===== src/rtl/usb_txn_ctrl.sv =====
// USB host transaction sequencer: token, data/handshake phases, bounded retries and response timeout.
// Optional USB_TXN_STATS_EN adds a saturating nak_count output.
module usb_txn_ctrl #(
  parameter int MAX_RETRY = 8,
  parameter int TIMEOUT   = 255
) (
  input  logic        clk,
  input  logic        rst,
  input  logic        start,
  input  logic        is_in,
  input  logic [6:0]  txn_addr,
  input  logic [3:0]  txn_endp,
  input  logic [63:0] wr_data,
  output logic        busy,
  output logic        done,
  output logic        success,
  output logic [63:0] rd_data,
  output logic [3:0]  pid,
  output logic [6:0]  addr,
  output logic [3:0]  endp,
  output logic [63:0] data,
  output logic        pkttype,
  output logic        pktready_bs,
  input  logic        gotpkt_bs,
  input  logic        sending_bs,
  output logic        writing,
  input  logic        in_pktready,
  input  logic [63:0] in_data,
  input  logic        in_ack,
  input  logic        in_nak,
  input  logic        in_error
`ifdef USB_TXN_STATS_EN
  ,
  output logic [15:0] nak_count
`endif
);

  localparam int RTY_W = $clog2(MAX_RETRY) + 1;
  localparam int TMO_W = $clog2(TIMEOUT) + 1;

  localparam logic [3:0] PID_OUT   = 4'b0001;
  localparam logic [3:0] PID_IN    = 4'b1001;
  localparam logic [3:0] PID_DATA0 = 4'b0011;
  localparam logic [3:0] PID_ACK   = 4'b0010;

  typedef enum logic [3:0] {
    IDLE, TOKEN, TOK_SEND, DATA, DAT_SEND, WAIT_HS, WAIT_DATA, ACK, ACK_SEND, FIN
  } state_t;

  state_t state_q, state_d;

  logic             is_in_q;
  logic [6:0]       addr_q;
  logic [3:0]       endp_q;
  logic [63:0]      wdata_q;
  logic [RTY_W-1:0] retry_q;
  logic [RTY_W-1:0] retry_inc;
  logic [TMO_W-1:0] tmo_q;
  logic             fail_att, pass, capture, tmo_hit, last_try, waiting;

  assign retry_inc = retry_q + 1'b1;
  assign last_try  = (retry_inc >= RTY_W'(MAX_RETRY));
  // Fires on the TIMEOUT-th cycle spent waiting, so each wait lasts exactly TIMEOUT cycles.
  assign tmo_hit   = (tmo_q == TMO_W'(TIMEOUT - 1));
  assign waiting   = (state_q == WAIT_HS) || (state_q == WAIT_DATA);

  always_ff @(posedge clk) begin
    if (rst) state_q <= IDLE;
    else     state_q <= state_d;
  end

  always_comb begin
    state_d  = state_q;
    fail_att = 1'b0;
    pass     = 1'b0;
    capture  = 1'b0;
    case (state_q)
      IDLE:      if (start) state_d = TOKEN;
      TOKEN:     if (gotpkt_bs) state_d = TOK_SEND;
      TOK_SEND:  if (!sending_bs) state_d = is_in_q ? WAIT_DATA : DATA;
      DATA:      if (gotpkt_bs) state_d = DAT_SEND;
      DAT_SEND:  if (!sending_bs) state_d = WAIT_HS;
      WAIT_HS: begin
        if (in_error || (in_ack && in_nak)) fail_att = 1'b1;
        else if (in_ack)                    pass     = 1'b1;
        else if (in_nak || tmo_hit)         fail_att = 1'b1;
      end
      WAIT_DATA: begin
        if (in_error) fail_att = 1'b1;
        else if (in_pktready) begin
          capture = 1'b1;
          state_d = ACK;
        end
        else if (in_nak || tmo_hit) fail_att = 1'b1;
      end
      ACK:       if (gotpkt_bs) state_d = ACK_SEND;
      ACK_SEND:  if (!sending_bs) pass = 1'b1;
      FIN:       state_d = IDLE;
      default:   state_d = IDLE;
    endcase
    if (pass)     state_d = FIN;
    if (fail_att) state_d = last_try ? FIN : TOKEN;
  end

  always_comb begin
    pid         = 4'h0;
    addr        = 7'h0;
    endp        = 4'h0;
    data        = 64'h0;
    pkttype     = 1'b0;
    pktready_bs = 1'b0;
    writing     = 1'b0;
    busy        = (state_q != IDLE);
    done        = (state_q == FIN);
    case (state_q)
      TOKEN, TOK_SEND: begin
        pid         = is_in_q ? PID_IN : PID_OUT;
        addr        = addr_q;
        endp        = endp_q;
        writing     = 1'b1;
        pktready_bs = (state_q == TOKEN);
      end
      DATA, DAT_SEND: begin
        pid         = PID_DATA0;
        data        = wdata_q;
        pkttype     = 1'b1;
        writing     = 1'b1;
        pktready_bs = (state_q == DATA);
      end
      ACK, ACK_SEND: begin
        pid         = PID_ACK;
        writing     = 1'b1;
        pktready_bs = (state_q == ACK);
      end
      default: ;
    endcase
  end

  always_ff @(posedge clk) begin
    if (rst) begin
      is_in_q <= 1'b0;
      addr_q  <= 7'h0;
      endp_q  <= 4'h0;
      wdata_q <= 64'h0;
      retry_q <= '0;
      tmo_q   <= '0;
      success <= 1'b0;
      rd_data <= 64'h0;
    end else begin
      if (state_q == IDLE && start) begin
        is_in_q <= is_in;
        addr_q  <= txn_addr;
        endp_q  <= txn_endp;
        wdata_q <= wr_data;
        retry_q <= '0;
        success <= 1'b0;
      end
      if (fail_att) retry_q <= retry_inc;
      if (pass)     success <= 1'b1;
      if (capture)  rd_data <= in_data;
      if (!waiting)                        tmo_q <= '0;
      else if (tmo_q != TMO_W'(TIMEOUT))   tmo_q <= tmo_q + 1'b1;
    end
  end

`ifdef USB_TXN_STATS_EN
  always_ff @(posedge clk) begin
    if (rst)                                           nak_count <= 16'h0;
    else if (waiting && in_nak && nak_count != 16'hFFFF) nak_count <= nak_count + 16'h1;
  end
`endif

endmodule

===== config.mk =====
export PLATFORM = sky130hd
export DESIGN_NAME = usb_txn_ctrl
export DESIGN_NICKNAME = d
export VERILOG_FILES = /design/src/rtl/usb_txn_ctrl.sv
export SDC_FILE = /design/constraint.sdc
export NUM_CORES = 1
export LEC_CHECK = 0
export CORE_ASPECT_RATIO = 1.75
export CORE_MARGIN = 2
export CORE_UTILIZATION = 42
export DETAILED_ROUTE_END_ITERATION = 10
export PLACE_DENSITY = 0.81
export SLEW_MARGIN = 20
export SYNTH_ARGS = -nofsm -noshare
export SYNTH_HDL_FRONTEND = slang
export SYNTH_SLANG_ARGS = --single-unit

===== constraint.sdc =====
create_clock -name clk -period 2.2 [get_ports clk]
set_input_delay 0.22 -clock clk [delete_from_list [all_inputs] [get_ports clk]]
set_output_delay 0.22 -clock clk [all_outputs]
set_load 0.02 [all_outputs]

==> impl_results.md, run 1 <==
* Outcome: completed
* Vias in the first global route at between 6000 and 7000
* Cells after DPL at approximately 1300
* Final hold vios at 0
* Worst clock skew at around 0.017 ns
* Post-synth EDFFs at 0
* DRC viols at 0
* Total GRT Usage at around a quarter
* Slew @ Worst Pin at ~0.65 ns
* GPL Wtd Cong at roughly 0.87
* FILL cells at 1222
* Register area share after synthesis at between 40 and 50%
* Area added between synthesis and finish at 59.6%
* Post-DP HPWL at 13.8 mm
* Worst-path fanout max at 8
* CP startpoint kind: flop
* Total power at between 0.006 and 0.007 W
* IO Port Bufs at 296
* RSZ-0062 raised after global routing: true
* Cells after Synth at between 800 and 900
* Post-route insts no fill at approximately 1300
* Total negative setup slack at 0 ns
* Max-cap viol count at 0
* Yosys reg bits at 158
* Vias at 6538
* Initial antenna violation count at 1
* Ys async rst share at 0%
* Drt first pass iters at 4
* Synth Flop Type: dfxtp_1
* Fin nets at about 1300
* Initial Utilization at 43.2%
* Placed Instance Area at about 9600 um^2
* Count of warnings emitted by yosys at 0
* Final Cell Area at 10300 um^2
* Hold crit path type: input port to flop
* Rows at slightly below 60
* Max Root-Sink Buffers at 2
* Die area at around 16000 um^2
* Final min period at 2.18 ns
* First-pass GRT wire length at between 30 and 40 mm
* PD cells at around 680 nW/um^2
* Commonest non-fill, non-tap cell in the layout: nand2_1
* Critical Path End Type: output pin
* Detailed router's first-iteration violation count at ~260
* Clock sink count at between 150 and 200
* Syn avg cell area at 7.74 um^2
* Yosys cell types at between 50 and 60
* Crit share post-route at between 90% and 100%
* Critical path class: flop to output pin
* Worst-skew pair later-pin latency at between 0.4 and 0.5 ns
* Overflow after GRT at 0
* CTS H-tree lvls at 4
* Crit path DAT at approximately 2.0 ns
* Die W at roughly 98 um
* Final setup viols at 0
* Min-delay src: rst
* Largest net degree at the start of global routing at between 70 and 80
* Post-route ant nets at 0
* Rel. slew slack at a little under three fifths
* Clock buffer count from CTS at 17
* Most frequent cells in the layout: 287 x nand2_1, 213 x clkdlybuf4s50_1, 155 x dfxtp_1
* I/O pin cnt at 298
* Layout Utilization at between 60% and 70%
* Worst EP required at a little under 2 ns
* Final WL at between 20 and 25 mm
* Placeable Area at between 10000 and 15000 um^2
* TritonCTS clock tree: done
* Share of layout cells above drive strength 1 at 16.3%
* Max Fclk at approximately 0.46 GHz
* Syn Nets at ~1000
* Root buffer cell: clkbuf_16
* Worst vdd ir at around 0.54 mV
* P_leak at 3.99 nW
* Wire per inst at 15.4 um
* Cell area after synthesis at between 6000 and 7000 um^2
* Worst Setup SP: state_q[1]
* Clock transition at path regs at roughly 0.08 ns
* RR Startpoint: tmo_q[0]
* CTS Hold Bufs at 0
* Final Slew Violations at 0
* Vias per cell at about 5
* Vert. Die Dim at between 150 and 200 um
## synthesized netlist by cell type, types with 2 or more instances
cell type	count	area (um^2)
a31oi_1	2	12.5
nand2_1	288	1080
buf_4	3	22.5
nor3_1	4	20.0
or3b_1	3	26.3
nor3b_1	5	37.5
or2_1	3	18.8
nand2b_1	2	12.5
nor2b_1	4	25.0
clkbuf_1	43	161
nand3_1	3	15.0
and2_1	77	482
xor2_1	7	61.3
buf_2	15	75.1
xnor2_1	2	17.5
a211oi_2	2	25.0
or3_1	3	18.8
and4_1	2	17.5
dfxtp_1	158	3160
ha_1	4	50.1
nand3b_1	2	15.0
inv_1	6	22.5
o211ai_1	3	22.5
a41oi_1	3	26.3
nor4b_1	2	17.5
nor2_1	13	48.8
a21oi_1	147	736
buf_1	3	11.3
## power by group
group / internal [W] / switching [W] / leakage, nW
clock network: 0.00154 / 0.00131 / 0.286
logic: 0.000539 / 0.000539 / 2.41
registers: 0.00300 / 0.0000718 / 1.29
## routing by layer
layer  GRT usage [%]  share of wire (%)
met5               0                  0
met4            11.1                4.4
met2            43.5                 54
met1            24.3                 35
met3            6.72                6.4
## registers in the layout, summed over array words and instances (netlist names)
register	flops
rd_data	64
wdata_q	64
tmo_q	9
addr_q	7
endp_q	4
retry_q	4
state_q	4
is_in_q	1
success	1
## path summary, 6_finish.rpt
kind                      end  slack (ns)  cells after the start
hold reg to reg     endp_q[2]        0.45                      2
setup / recovery     data[17]        0.02                      7
hold / removal    rd_data[33]        0.33                      2
setup reg to reg   state_q[1]        0.21                      6
## layout make-up
type | count | area, um^2 | share of cell area [%]
Multi-Input combinational cell | 603 | 3090 | 30.0
Sequential cell | 158 | 3170 | 30.8
Antenna cell | 1 | 2.50 | 0.0243
Timing Repair Buffer | 323 | 3190 | 31.0
Clock inverter | 14 | 143 | 1.39
Inverter | 7 | 26.3 | 0.255
Clock buffer | 18 | 439 | 4.27
Tap cell | 183 | 229 | 2.22
## cells by family (layout without fill, tap and decap cells)
kind of cell / after synthesis / count (layout) / share of synthesized area [%]
adder cells (fa/ha/maj): 4 / 4 / 0.776
other: 1 / 2 / 0.0582
AND/OR/NAND/NOR: 421 / 421 / 29.9
buffers and inverters: 72 / 362 / 4.77
XOR/XNOR: 9 / 9 / 1.22
AO/OA/AOI/OAI: 167 / 167 / 14.1
multiplexers: 1 / 1 / 0.155
flip-flops: 158 / 158 / 49.1
## stage by stage
stage          hold WS (ns)  worst slack, ns
2_1_floorplan         0.356            0.350
3_3_place_gp          0.437            0.104
3_5_place_dp          0.444           0.0609
4_1_cts               0.321          -0.0307
5_1_grt               0.341          -0.0463
6_report              0.326           0.0229
## critical path, stage by stage (launching register included)
cell and delay (ns):
dfxtp_2 0.33, or3b_4 0.41, a21oi_4 0.15, buf_12 0.14
buf_8 0.11, clkbuf_16 0.16, and2_4 0.14, buf_6 0.11
## what timing repair did
item	4_1_cts	5_1_grt
endpoints found under the hold margin	0	0
cloned	3	2
endpoints found under the setup margin	81	66
setup buffers	4	1
pin swaps	3	18
gates resized for setup	330	82
(Power assumes the default switching activity.)
==> inputs of run 2 (changes only) <==
--- a/config.mk
+++ b/config.mk
@@ -10,6 +10,7 @@
 export CORE_UTILIZATION = 42
 export DETAILED_ROUTE_END_ITERATION = 10
 export PLACE_DENSITY = 0.81
+export SETUP_SLACK_MARGIN = 0.4
 export SLEW_MARGIN = 20
 export SYNTH_ARGS = -nofsm -noshare
 export SYNTH_HDL_FRONTEND = slang
==> impl_results.md, run 2 (synthesized netlist as in run 1, its figures left out) <==
* CTS H-tree lvls at 4
* Final setup viols at 23
* Largest net degree at the start of global routing at 76
* Violated checks: setup timing
* GPL Wtd Cong at around 0.86
* Most frequent cells in the layout: 215 x nand2_1, 212 x clkdlybuf4s50_1, 152 x dfxtp_1
* Placeable Area at 14900 um^2
* Worst EP required at 1.98 ns
* I/O pin cnt at a little under 300
* Min-delay src: rst
* DRC viols at 0
* Total GRT Usage at around 25%
* Switch Pwr at about 0.0023 W
* Post-DP HPWL at ~13 mm
* Worst clock skew at roughly 0.011 ns
* Slowest stage delay, CP at between 0.4 and 0.5 ns
* Final Cell Area at between 10000 and 15000 um^2
* Area added between synthesis and finish at 99.1%
* Critical Path End Type: output pin
* IO Port Bufs at between 200 and 300
* Slew @ Worst Pin at roughly 0.75 ns
* Fin nets at between 1000 and 1500
* Crit share post-route at 101%
* Outcome: complete, but fails checks
* Final hold vios at 0
* Max Fclk at between 0.4 and 0.5 GHz
* CP cell instances: or3b_4 -> a21oi_4 -> buf_6 -> clkbuf_16 -> and2_4 -> buf_6
* Wire per inst at about 24 um
* Overflow after GRT at 0
* Clock buffer count from CTS at 17
* Most frequent CP cell: buf_6
* Post-route insts no fill at 1380
* Logic pwr share at 24.4%
* Worst-path fanout max at 4
* Final min period at roughly 2.2 ns
* Cells after DPL at roughly 1300
* Final WL at approximately 33 mm
* Die area at 16400 um^2
* Critical path class: flop to output pin
* CP startpoint kind: flop
* Hold_ws at 0.307 ns
* First-pass GRT wire length at around 33 mm
* Vias at around 8000
* Post-route setup slack at -0.0173 ns
* Rel. slew slack at 49.6%
* Sequential power share at between 30% and 40%
* Worst Setup SP: state_q[2]
* Max Root-Sink Buffers at 2
* PD cells at 634 nW/um^2
* Share of layout cells above drive strength 1 at between 30% and 40%
* Commonest non-fill, non-tap cell in the layout: nand2_1
* Total power at about 0.0081 W
* RR Startpoint: state_q[0]
* Final Slew Violations at 0
* Crit path DAT at 2.00 ns
* Vias in the first global route at about 6500
* Vias per cell at approximately 5.8
* Root buffer cell: clkbuf_16
* RSZ-0062 raised after global routing: true
* Clock share of power at a little under two fifths
* Slowest CP cell: or3b_4
* P_leak at 4.82 nW
* Worst vdd ir at roughly 0.52 mV
* Detailed router's first-iteration violation count at around 500
* Max-cap viol count at 0
* TritonCTS clock tree: done
* Initial Utilization at 43.2%
* Initial antenna violation count at 1
* Switching Fraction at around 28%
* Placed Instance Area at ~9600 um^2
* Vert. Die Dim at around 170 um
* Clock sink count at ~160
* Drt first pass iters at 5
* Rows at 59
* Hold crit path type: input port to flop
* Largest regs: rd_data: 64 flops, wdata_q: 64 flops, tmo_q: 9 flops
* Clock transition at path regs at approximately 0.070 ns
* Cell Int Power at between 0.005 and 0.006 W
* Post-route ant nets at 0
* Die W at slightly below 100 um
* Worst-skew pair later-pin latency at 0.43 ns
run 2: changes by cell type in the layout (fill, tap and decap cells not counted), sizes merged, moves of 2 or more:
cell	delta
inv	-6
clkdlybuf4s15	-8
and2	+3
dlygate4sd2	-3
clkbuf	+16
clkinv	-2
nand2	+2
bufinv	+3
buf	+67
clkinvlp	+3
run 2: timing repair:
| action | CTS | global route |
|---|---|---|
| gates cloned | 8 | 42 |
| setup endpoints to repair | 223 | 230 |
| hold buffers | 0 | 0 |
| pin swaps | 27 | 185 |
| resized for setup | 489 | 389 |
| setup buffers | 10 | 24 |
run 2: area by class of cell:
| cell class | count | area, um^2 |
|---|---|---|
| tap | 183 | 229 |
| timing repair buffer | 392 | 4610 |
| clock buffer | 19 | 433 |
| sequential | 158 | 3170 |
| multi-input combinational | 608 | 4200 |
| clock inverter | 12 | 160 |
| antenna | 1 | 2.50 |
| inverter | 7 | 26.3 |
| fill | 694 | 2080 |
run 2: power by group through the flow:
stage | logic, W | clock network [W] | registers [W]
6_report | 0.00198 | 0.00306 | 0.00309
4_1_cts | 0.00122 | 0.00304 | 0.00307
5_1_grt | 0.00205 | 0.00319 | 0.00310
3_5_place_dp | 0.00105 | 0 | 0.00313
3_3_place_gp | 0.00103 | 0 | 0.00312
2_1_floorplan | 0.000538 | 0 | 0.00310
run 2: metrics by stage:
step / TNS, ns / util, % / setup slack, ns
final: -0.170 / 86.1 / -0.0173
after CTS: 0 / 70.8 / 0.0241
after global placement: 0 / 64.3 / 0.119
after detailed placement: 0 / 64.3 / 0.0726
after floorplan: 0 / - / 0.430
after global routing: -1.70 / 86.1 / -0.0429
run 2: worst paths after layout:
kind | slack [ns] | endpoint | cells past startpoint
min | 0.31 | rd_data[7] | 2
min reg2reg | 0.45 | wdata_q[56] | 2
max | -0.02 | data[47] | 6
max reg2reg | 0.17 | rd_data[55] | 8
run 2: critical path: cells and delay by family, from the launching register on:
kind / cells / cell delay (ns)
simple gates: 2 / 0.55
buf+inv: 3 / 0.45
flops: 1 / 0.35
compound gates: 1 / 0.22
run 2: layer usage:
| layer | vias to the layer above | global-route usage, % | wire [um] |
|---|---|---|---|
| met5 | - | 0 | 0 |
| met4 | 0 | 9.96 | 3280 |
| met3 | 203 | 8.26 | 2640 |
| met2 | 560 | 46.1 | 17100 |
| met1 | 3757 | 25.3 | 9870 |
| li1 | 3421 | - | - |
